**config.mk**
```make
export PLATFORM = sky130hd
export DESIGN_NAME = rv32im_wb_arbiter
export DESIGN_NICKNAME = d
export VERILOG_FILES = /design/src/rtl/rv32im_wb_arbiter_pkg.sv /design/src/rtl/rv32im_wb_scoreboard.sv /design/src/rtl/rv32im_wb_arbiter.sv
export SDC_FILE = /design/constraint.sdc
export NUM_CORES = 1
export LEC_CHECK = 0
export ABC_AREA = 1
export CAP_MARGIN = 5
export CORE_MARGIN = 2
export CORE_UTILIZATION = 48
export DETAILED_ROUTE_END_ITERATION = 6
export GPL_ROUTABILITY_DRIVEN = 0
export PLACE_DENSITY = 0.84
export SYNTH_ARGS = -nofsm -noshare
export SYNTH_HDL_FRONTEND = slang
export SYNTH_HIERARCHICAL = 1
export SYNTH_SLANG_ARGS = --single-unit
```
**constraint.sdc**
```tcl
create_clock -name clk_i -period 2.2 [get_ports clk_i]
set_clock_uncertainty 0.15 [all_clocks]
set_input_delay 0.33 -clock clk_i [delete_from_list [all_inputs] [get_ports clk_i]]
set_output_delay 0.33 -clock clk_i [all_outputs]
set_load 0.1 [all_outputs]
```
**src/rtl/rv32im_wb_arbiter_pkg.sv**
```systemverilog
// Shared rv32im definitions for the writeback arbiter slice.
//   REG_ADDR_W - register address width
//   XLEN       - data path width
//   NUM_REGS   - architectural register count
//   wb_state_e - anti-starvation FSM states (PRI0 = p0 priority, FORCE1 = p1 forced)
package rv32im_wb_arbiter_pkg;

    localparam int unsigned REG_ADDR_W = 5;
    localparam int unsigned XLEN       = 32;
    localparam int unsigned NUM_REGS   = 32;

    typedef enum logic {
        PRI0   = 1'b0,
        FORCE1 = 1'b1
    } wb_state_e;

endpackage

```
**src/rtl/rv32im_wb_scoreboard.sv**
```systemverilog
// Busy scoreboard for outstanding MUL/DIV destination registers.
//   clk, rst_n           - clock, asynchronous active-low reset
//   set_en, set_rd       - mark a register busy (issue of a MUL/DIV op)
//   clr_en, clr_rd       - mark a register free (p1 writeback transfer)
//   rs1_addr, rs2_addr   - lookup addresses
//   rs1_busy, rs2_busy   - combinational lookup results (current state, no bypass)
// Register 0 never reports busy.
module rv32im_wb_scoreboard
    import rv32im_wb_arbiter_pkg::*;
(
    input  logic                  clk,
    input  logic                  rst_n,
    input  logic                  set_en,
    input  logic [REG_ADDR_W-1:0] set_rd,
    input  logic                  clr_en,
    input  logic [REG_ADDR_W-1:0] clr_rd,
    input  logic [REG_ADDR_W-1:0] rs1_addr,
    input  logic [REG_ADDR_W-1:0] rs2_addr,
    output logic                  rs1_busy,
    output logic                  rs2_busy
);

    logic [NUM_REGS-1:0] busy_q;
    logic [NUM_REGS-1:0] busy_d;

    // Clear is applied before set so a coincident set on the same register wins.
    always_comb begin
        busy_d = busy_q;
        if (clr_en) busy_d[clr_rd] = 1'b0;
        if (set_en) busy_d[set_rd] = 1'b1;
        busy_d[0] = 1'b0;
    end

    always_ff @(posedge clk or negedge rst_n) begin
        if (!rst_n) busy_q <= '0;
        else        busy_q <= busy_d;
    end

    assign rs1_busy = busy_q[rs1_addr];
    assign rs2_busy = busy_q[rs2_addr];

endmodule

```
**src/rtl/rv32im_wb_arbiter.sv**
```systemverilog
// Register-file writeback arbiter between the in-order pipeline (p0) and the
// multi-cycle MUL/DIV unit (p1), with a busy scoreboard for MUL/DIV results.
//   clk_i, rst_n_i                     - clock, asynchronous active-low reset
//   p0_valid_i/p0_ready_o, p0_rd_i, p0_data_i - pipeline writeback request
//   p1_valid_i/p1_ready_o, p1_rd_i, p1_data_i - MUL/DIV writeback request
//   issue_valid_i, issue_rd_i          - MUL/DIV issue, marks rd busy
//   rs1/rs2_addr_i, rs1/rs2_busy_o     - scoreboard lookups
//   we_o, rd_addr_o, val_rd_o          - registered register-file write port
// Macro RV32IM_WB_STARVE_EN: when defined, p1 is force-granted after losing
// STARVE_LIMIT consecutive cycles; otherwise p0 has strict priority.
module rv32im_wb_arbiter
    import rv32im_wb_arbiter_pkg::*;
#(
    parameter int unsigned STARVE_LIMIT = 4
)(
    input  logic                  clk_i,
    input  logic                  rst_n_i,
    input  logic                  p0_valid_i,
    output logic                  p0_ready_o,
    input  logic [REG_ADDR_W-1:0] p0_rd_i,
    input  logic [XLEN-1:0]       p0_data_i,
    input  logic                  p1_valid_i,
    output logic                  p1_ready_o,
    input  logic [REG_ADDR_W-1:0] p1_rd_i,
    input  logic [XLEN-1:0]       p1_data_i,
    input  logic                  issue_valid_i,
    input  logic [REG_ADDR_W-1:0] issue_rd_i,
    input  logic [REG_ADDR_W-1:0] rs1_addr_i,
    input  logic [REG_ADDR_W-1:0] rs2_addr_i,
    output logic                  rs1_busy_o,
    output logic                  rs2_busy_o,
    output logic                  we_o,
    output logic [REG_ADDR_W-1:0] rd_addr_o,
    output logic [XLEN-1:0]       val_rd_o
);

    if (STARVE_LIMIT == 0) begin : g_limit_check
        $error("STARVE_LIMIT must be at least 1");
    end

    logic p0_xfer;
    logic p1_xfer;

    assign p0_xfer = p0_valid_i & p0_ready_o;
    assign p1_xfer = p1_valid_i & p1_ready_o;

`ifdef RV32IM_WB_STARVE_EN
    localparam int unsigned CNT_W = $clog2(STARVE_LIMIT + 1);

    wb_state_e        state_q, state_d;
    logic [CNT_W-1:0] starve_cnt_q, starve_cnt_d;

    always_ff @(posedge clk_i or negedge rst_n_i) begin
        if (!rst_n_i) begin
            state_q      <= PRI0;
            starve_cnt_q <= '0;
        end else begin
            state_q      <= state_d;
            starve_cnt_q <= starve_cnt_d;
        end
    end

    // Entering FORCE1 on the edge where the count reaches the limit lets p1
    // win in the very next cycle (after exactly STARVE_LIMIT losses).
    always_comb begin
        starve_cnt_d = starve_cnt_q;
        if (!p1_valid_i || p1_xfer)
            starve_cnt_d = '0;
        else if (starve_cnt_q != CNT_W'(STARVE_LIMIT))
            starve_cnt_d = starve_cnt_q + 1'b1;

        state_d = state_q;
        case (state_q)
            PRI0:    if (starve_cnt_d == CNT_W'(STARVE_LIMIT)) state_d = FORCE1;
            FORCE1:  if (!p1_valid_i || p1_xfer)               state_d = PRI0;
            default: state_d = PRI0;
        endcase
    end

    always_comb begin
        p0_ready_o = 1'b1;
        p1_ready_o = !p0_valid_i;
        if (state_q == FORCE1) begin
            p1_ready_o = 1'b1;
            p0_ready_o = !p1_valid_i;
        end
    end
`else
    always_comb begin
        p0_ready_o = 1'b1;
        p1_ready_o = !p0_valid_i;
    end
`endif

    // Writes to x0 are accepted but never reach the register file.
    always_ff @(posedge clk_i or negedge rst_n_i) begin
        if (!rst_n_i) begin
            we_o      <= 1'b0;
            rd_addr_o <= '0;
            val_rd_o  <= '0;
        end else if (p0_xfer) begin
            we_o      <= (p0_rd_i != '0);
            rd_addr_o <= p0_rd_i;
            val_rd_o  <= p0_data_i;
        end else if (p1_xfer) begin
            we_o      <= (p1_rd_i != '0);
            rd_addr_o <= p1_rd_i;
            val_rd_o  <= p1_data_i;
        end else begin
            we_o      <= 1'b0;
        end
    end

    rv32im_wb_scoreboard u_scoreboard (
        .clk      (clk_i),
        .rst_n    (rst_n_i),
        .set_en   (issue_valid_i),
        .set_rd   (issue_rd_i),
        .clr_en   (p1_xfer),
        .clr_rd   (p1_rd_i),
        .rs1_addr (rs1_addr_i),
        .rs2_addr (rs2_addr_i),
        .rs1_busy (rs1_busy_o),
        .rs2_busy (rs2_busy_o)
    );

endmodule

```
==> run metrics, run 1 <==
reg2reg start u_scoreboard/busy_q[24]$_DFF_PN0_; Synth cell types 17; crit path max fanout 8; IO Port Bufs 134; Logic pwr share 34.6%; CTS Root Cell clkbuf_8; Routed WL per cell about 16 µm; deepest clock path buffer count 2; die area between 8000 and 9000 µm²; Top Layer Used met4; Tot GR Track Use 29.7%; DP Wirelength 8.91 mm; clock slew at reported path FFs 0.07 ns; warnings from Yosys 6; CTS tree done; Leak approximately 2.5 nW; global-route wire length before repair approximately 20 mm; CP most frequent cell nand2_1; share of layout cells above drive strength 1 12.9%; diode count 0; register area 1730 µm²; H-tree levels 3; worst reg-to-reg path cell count 2; CP Buf/Inv Count 3; Syn Nets 589; startpoint type of the worst setup path primary input; vias per inst 5.66; FMAX 0.478 GHz; R2R Setup Slk between 1 and 1.5 ns; post-route minimum period roughly 2.1 ns; Crit path max-delay family buffers and inverters; Initial Utilization approximately 50%; Worst Path Required 1.72 ns; final wirelength roughly 12 mm; status complete, no violations; Hold Path Class primary input to asynchronous set/reset pin; EDFF count, synth 0; xor and xnor area share after synthesis 0%; area of the multi-input gates ~1700 µm²; die width around 91 µm; Via Count 4,171; post-synth top area cell dfrtp_1; pwr/cell area 794 nW/µm²; NetSw 1.63 mW; Finish-stage setup viols 0; r2r endpoint u_scoreboard/busy_q[24]$_DFF_PN0_; share of the synthesized area in the top cell type 47.2%; Syn Area/Cell ~7.4 µm²; Synth Area in Adders 0%; grt total ovfl 0; delay of the slowest cell on the worst path 0.51 ns; Die Ht 91.3 µm; CP Cell Sequence clkdlybuf4s50_1, buf_6, nand3_1, nand3_1, nand2_1, nand2_1, nand2_1, nand2_1, nand2_2, buf_12; Post-Syn Instances 495; Seq pwr share 39.0%; Antenna Violating Nets Remaining 0; largest family of logic cells by synthesized area simple AND/OR/NAND/NOR gates; Slowest-stage cell, CP clkdlybuf4s50_1; Overall Power approximately 4.2 mW; clock group share of total power 26.4%; WL met3 1.13 mm; Setup crit end kind output pin; Int Power 2.59 mW; Setup Crit Path Kind primary input to output pin; post-layout instance area 5320 µm²; nets 728; Sw Ratio 38.6%; RSZ-0062 raised after global routing no; Final Hold Viols 0; Area Overhead vs Synth 45.4%; core area 7330 µm²; fin crit share 95.1%; fillers 545; FF+latch count, synth 69; DRC violations left 0; pin count of the biggest net entering global routing 52; met1 WL between 4 and 5 mm; list of most frequent post-synthesis cells 193 x nand2_1, 111 x nand3_1, 69 x dfrtp_1; TritonCTS Buffers 9; met2 wire length roughly 5.7 mm; Async SR Flop Fraction between 90% and 100%; mux contribution to synthesized area 0%; initial antenna violation count 0; top-count cell post-synth nand2_1; Iter 0 DRT Violations just over 500; DR pass1 iterations 5; vias in the first global route 4,173; share of the yosys chip area belonging to registers 47.2%; clk_lat worst skew 0.34 ns; WP data arrival 1.61 ns; clk sinks 69; Synth Area in Simple Gates a little over a third; post-CTS setup buffers 0; area post-placement 5010 µm²; Max Cap Violations 0; maximum vdd drop 0.000510 V; Netlist Area Pre-Place 3650 µm²; Post-synth top flop dfrtp_1; Pins Over Slew Limit 0; IO Count 136; num rows 31; Compound-Gate Fraction of Synth Area 8.70%; top cells by area, synth dfrtp_1 47%, nand2_1 20%, nand3_1 15%, o21ai_0 8.5%, inv_1 2.8%
through the flow:
stage,setup TNS [ns],worst slack (ns),hold slack (ns),instances,utilization [%]
floorplan,0,0.110,-0.116,495,-
global placement,-0.0197,-0.0136,0.145,719,68.4
detailed placement,-0.0885,-0.0514,0.153,719,68.4
CTS,0,0.0408,0.307,737,72.4
global route,0,0.00701,0.325,737,72.5
finish,0,0.108,0.293,737,72.5
sequential cells by signal, summed over array words and instances (netlist names):
name,cells
rd_addr_o,5
val_rd_o,32
u_scoreboard/busy_q,31
we_o,1
power by group through the flow:
stage	clock network, mW	registers [mW]	logic, mW
final	1.12	1.65	1.46
after global routing	1.19	1.66	1.55
after CTS	1.13	1.63	1.44
after detailed placement	0	1.65	1.42
after global placement	0	1.65	1.39
after floorplan	0	2.08	0.465
worst max-delay path by stage:
stage / from / endpoint / slack [ns] / depth (start not counted)
final: rs1_addr_i[1] / rs1_busy_o / 0.11 / 10
after detailed placement: rs1_addr_i[0] / rs1_busy_o / -0.05 / 12
after floorplan: rs2_addr_i[0] / rs2_busy_o / 0.11 / 11
after CTS: rs2_addr_i[1] / rs2_busy_o / 0.04 / 10
after global routing: rs1_addr_i[1] / rs1_busy_o / 0.007 / 10
after global placement: rs2_addr_i[0] / rs2_busy_o / -0.01 / 12
cell type report:
type,count,share of cell area (%)
Sequential cell,69,32.5
Timing Repair Buffer,148,27.7
Clock buffer,10,2.59
Clock inverter,5,1.41
Multi-Input combinational cell,377,31.2
Tap cell,99,2.33
Inverter,29,2.33
layout by cell type, fill, tap and decap left out:
| cell type | count |
|---|---|
| inv_8 | 2 |
| nand2_2 | 3 |
| nand3b_1 | 1 |
| bufbuf_16 | 2 |
| buf_4 | 44 |
| inv_1 | 23 |
| clkdlybuf4s15_1 | 1 |
| clkbuf_8 | 10 |
| conb_1 | 1 |
| dfrtp_1 | 69 |
| o21ai_0 | 62 |
| clkinv_2 | 3 |
| bufinv_16 | 2 |
| buf_6 | 2 |
| dlygate4sd3_1 | 1 |
| nor2_2 | 1 |
| o211ai_1 | 1 |
| inv_2 | 4 |
| buf_12 | 6 |
| clkbuf_2 | 1 |
| nor2_4 | 1 |
| buf_2 | 1 |
| nor2_1 | 4 |
| dlymetal6s2s_1 | 1 |
| nand3_1 | 111 |
| nand2_1 | 192 |
| clkdlybuf4s50_1 | 89 |
timing repair:
action | in CTS | in global routing
setup endpoints to repair | 2 | 2
gates cloned | 2 | 0
hold buffers | 1 | 0
hold endpoints to repair | 18 | 0
resized for setup | 4 | 11
cell families (layout without fill, tap and decap cells):
family	after synthesis	in the layout
other	1	1
AO/OA/AOI/OAI	63	63
buffers and inverters	49	192
flip-flops	69	69
AND/OR/NAND/NOR	313	313
metal layers:
metal	vias up	global-route usage, %
met1	1918	34.6
met5	-	0
li1	1900	-
met4	0	16.9
met2	285	49.2
met3	68	8.38
(Power assumes the default switching activity.)
==> run 2, diff against run 1 <==
CORE_UTILIZATION = 60   (was 48)
DONT_BUFFER_PORTS = 1   (was default)
PLACE_DENSITY = 0.74   (was 0.84)
SLEW_MARGIN = 20   (was default)
==> run 2 against run 1 <==
Effect of this change: the run now ends with DRC left; sequential share of layout area up 2.6 points; clock-buffer cell count rose by 1; combinational power shrank 5%; maximum frequency rose by 3.0%; largest power group unchanged; global-route usage increased by 9.7 points; cell area shrank 7.4%; critical path depth fell by 1; core utilization up 11 points; largest cell class unchanged; clock power down 4%.
==> run metrics, run 2 (same netlist as run 1, synthesis figures left out) <==
status finished, violations left; failing checks DRC; Die Ht 82.0 µm; post-route minimum period 2.03 ns; Via Count about 4,100; Setup TNS 0 ns; clock group share of total power 26.4%; final wirelength 12.5 mm; fillers roughly 350; CTS tree done; die area 6730 µm²; Area Overhead vs Synth 34.7%; Tot GR Track Use between 30% and 40%; TritonCTS Buffers 9; clk sinks about 70; Initial Utilization a little over 60%; DP Wirelength 7.05 mm; CTS Root Cell clkbuf_8; IO Port Bufs 0; Largest regs val_rd_o x32, u_scoreboard/busy_q x31, rd_addr_o x5; die width 82.0 µm; most common cell after layout, fill and taps aside nand2_1; core area 5920 µm²; most frequent cells in the layout 193 x nand2_1, 110 x nand3_1, 75 x dlygate4sd3_1; Setup crit end kind output pin; Routed WL per cell about 18 µm; Logic pwr share 33.9%; Leak 2.37 nW; RSZ-0062 raised after global routing no; Hold Path Class primary input to register; global-route wire length before repair around 20 mm; FMAX 0.492 GHz; Largest register FFs 32; Final Util 83.1%; Pins Over Slew Limit 0; Max Cap Violations 0; WP data arrival roughly 1.6 ns; DR pass1 iterations 7; Seq pwr share 39.8%; crit path max fanout 3; Int Power 2.46 mW; GR peak layer met2; met1 Usage GRT 45.4%; nets roughly 700; clk_lat worst skew 0.34 ns; NetSw 1.63 mW; Finished Layout Cells 685; largest register by flop count val_rd_o; fin crit share between 90% and 100%; vias in the first global route between 4,000 and 5,000; GR Layer Usage met2 65.9%; pin count of the biggest net entering global routing 70; Iter 0 DRT Violations approximately 320; placed cells 593; Antenna Violating Nets Remaining 0; diode count 0; DRC violations left 1; Final Hold Viols 0; startpoint type of the worst setup path register; grt total ovfl 0; maximum vdd drop approximately 0.00094 V; Sw Ratio around two fifths; clock slew at reported path FFs 0.08 ns; IO Count 136; Finish-stage setup viols 0; num rows 28; deepest clock path buffer count 2; vias per inst just over 6; Setup Crit Path Kind register to output pin; share of layout cells above drive strength 1 11.0%; met3 Use GR 11.4%; initial antenna violation count 0; pwr/cell area 832 nW/µm²; Worst Path Required 1.72 ns; H-tree levels 3
[run 2: metrics by stage]
| stage | hold WS, ns | area, µm² | worst slack, ns | power (mW) |
|---|---|---|---|---|
| 2_1_floorplan | -0.116 | 3650 | 0.110 | 2.54 |
| 3_3_place_gp | -0.114 | 3920 | 0.536 | 2.76 |
| 3_5_place_dp | -0.113 | 3920 | 0.520 | 2.78 |
| 4_1_cts | 0.00669 | 4900 | 0.187 | 4.01 |
| 5_1_grt | 0.0214 | 4920 | 0.0160 | 4.25 |
| 6_report | 0.0295 | 4920 | 0.169 | 4.10 |
[run 2: final cells by class]
type / instances / area [µm²] / area share (%)
inverter: 29 / 119 / 2.41
tap: 75 / 93.8 / 1.91
timing repair buffer: 119 / 1110 / 22.6
clock buffer: 11 / 151 / 3.08
multi-input combinational: 377 / 1660 / 33.7
sequential: 69 / 1730 / 35.1
clock inverter: 5 / 58.8 / 1.19
[run 2: power groups by stage]
stage	combinational, mW	clock (mW)	sequential (mW)
final	1.39	1.08	1.63
after global routing	1.48	1.13	1.64
after CTS	1.33	1.07	1.61
after detailed placement	1.15	0	1.63
after global placement	1.13	0	1.63
after floorplan	0.465	0	2.08
[run 2: worst paths after layout]
| check | start | slack, ns | depth (start not counted) | to |
|---|---|---|---|---|
| max in group asynchronous | rst_n_i | 1.25 | 2 | u_scoreboard/busy_q[31]$_DFF_PN0_ |
| max | u_scoreboard/busy_q[29]$_DFF_PN0_ | 0.17 | 9 | rs1_busy_o |
| min in group asynchronous | rst_n_i | 0.37 | 2 | val_rd_o[31]$_DFFE_PN0P_ |
| min | p0_rd_i[4] | 0.03 | 2 | rd_addr_o[4]$_DFFE_PN0P_ |
| min reg2reg | u_scoreboard/busy_q[3]$_DFF_PN0_ | 0.37 | 2 | u_scoreboard/busy_q[3]$_DFF_PN0_ |
| max reg2reg | val_rd_o[9]$_DFFE_PN0P_ | 0.51 | 4 | val_rd_o[9]$_DFFE_PN0P_ |
[run 2: critical path: stages (launching register included)]
cell and delay, ns:
dfrtp_1 0.42, nand2_1 0.07, nand3_1 0.08, nand3_1 0.08, nand2_1 0.08, nand2_1 0.05
nand2_1 0.05, nand2_1 0.04, nand2_1 0.05, buf_4 0.28
[run 2: what timing repair did]
| action | 4_1_cts | 5_1_grt |
|---|---|---|
| hold buffers | 76 | 0 |
| resized for setup | 0 | 4 |
| setup endpoints to repair | 0 | 1 |
| hold endpoints to repair | 107 | 0 |
| buffers inserted | 0 | 0 |
[run 2: layer usage]
| layer | share of wire (%) | routed length (µm) |
|---|---|---|
| met5 | 0 | 0 |
| met2 | 50 | 6270 |
| met3 | 9.4 | 1180 |
| met1 | 37 | 4590 |
| met4 | 3.7 | 457 |
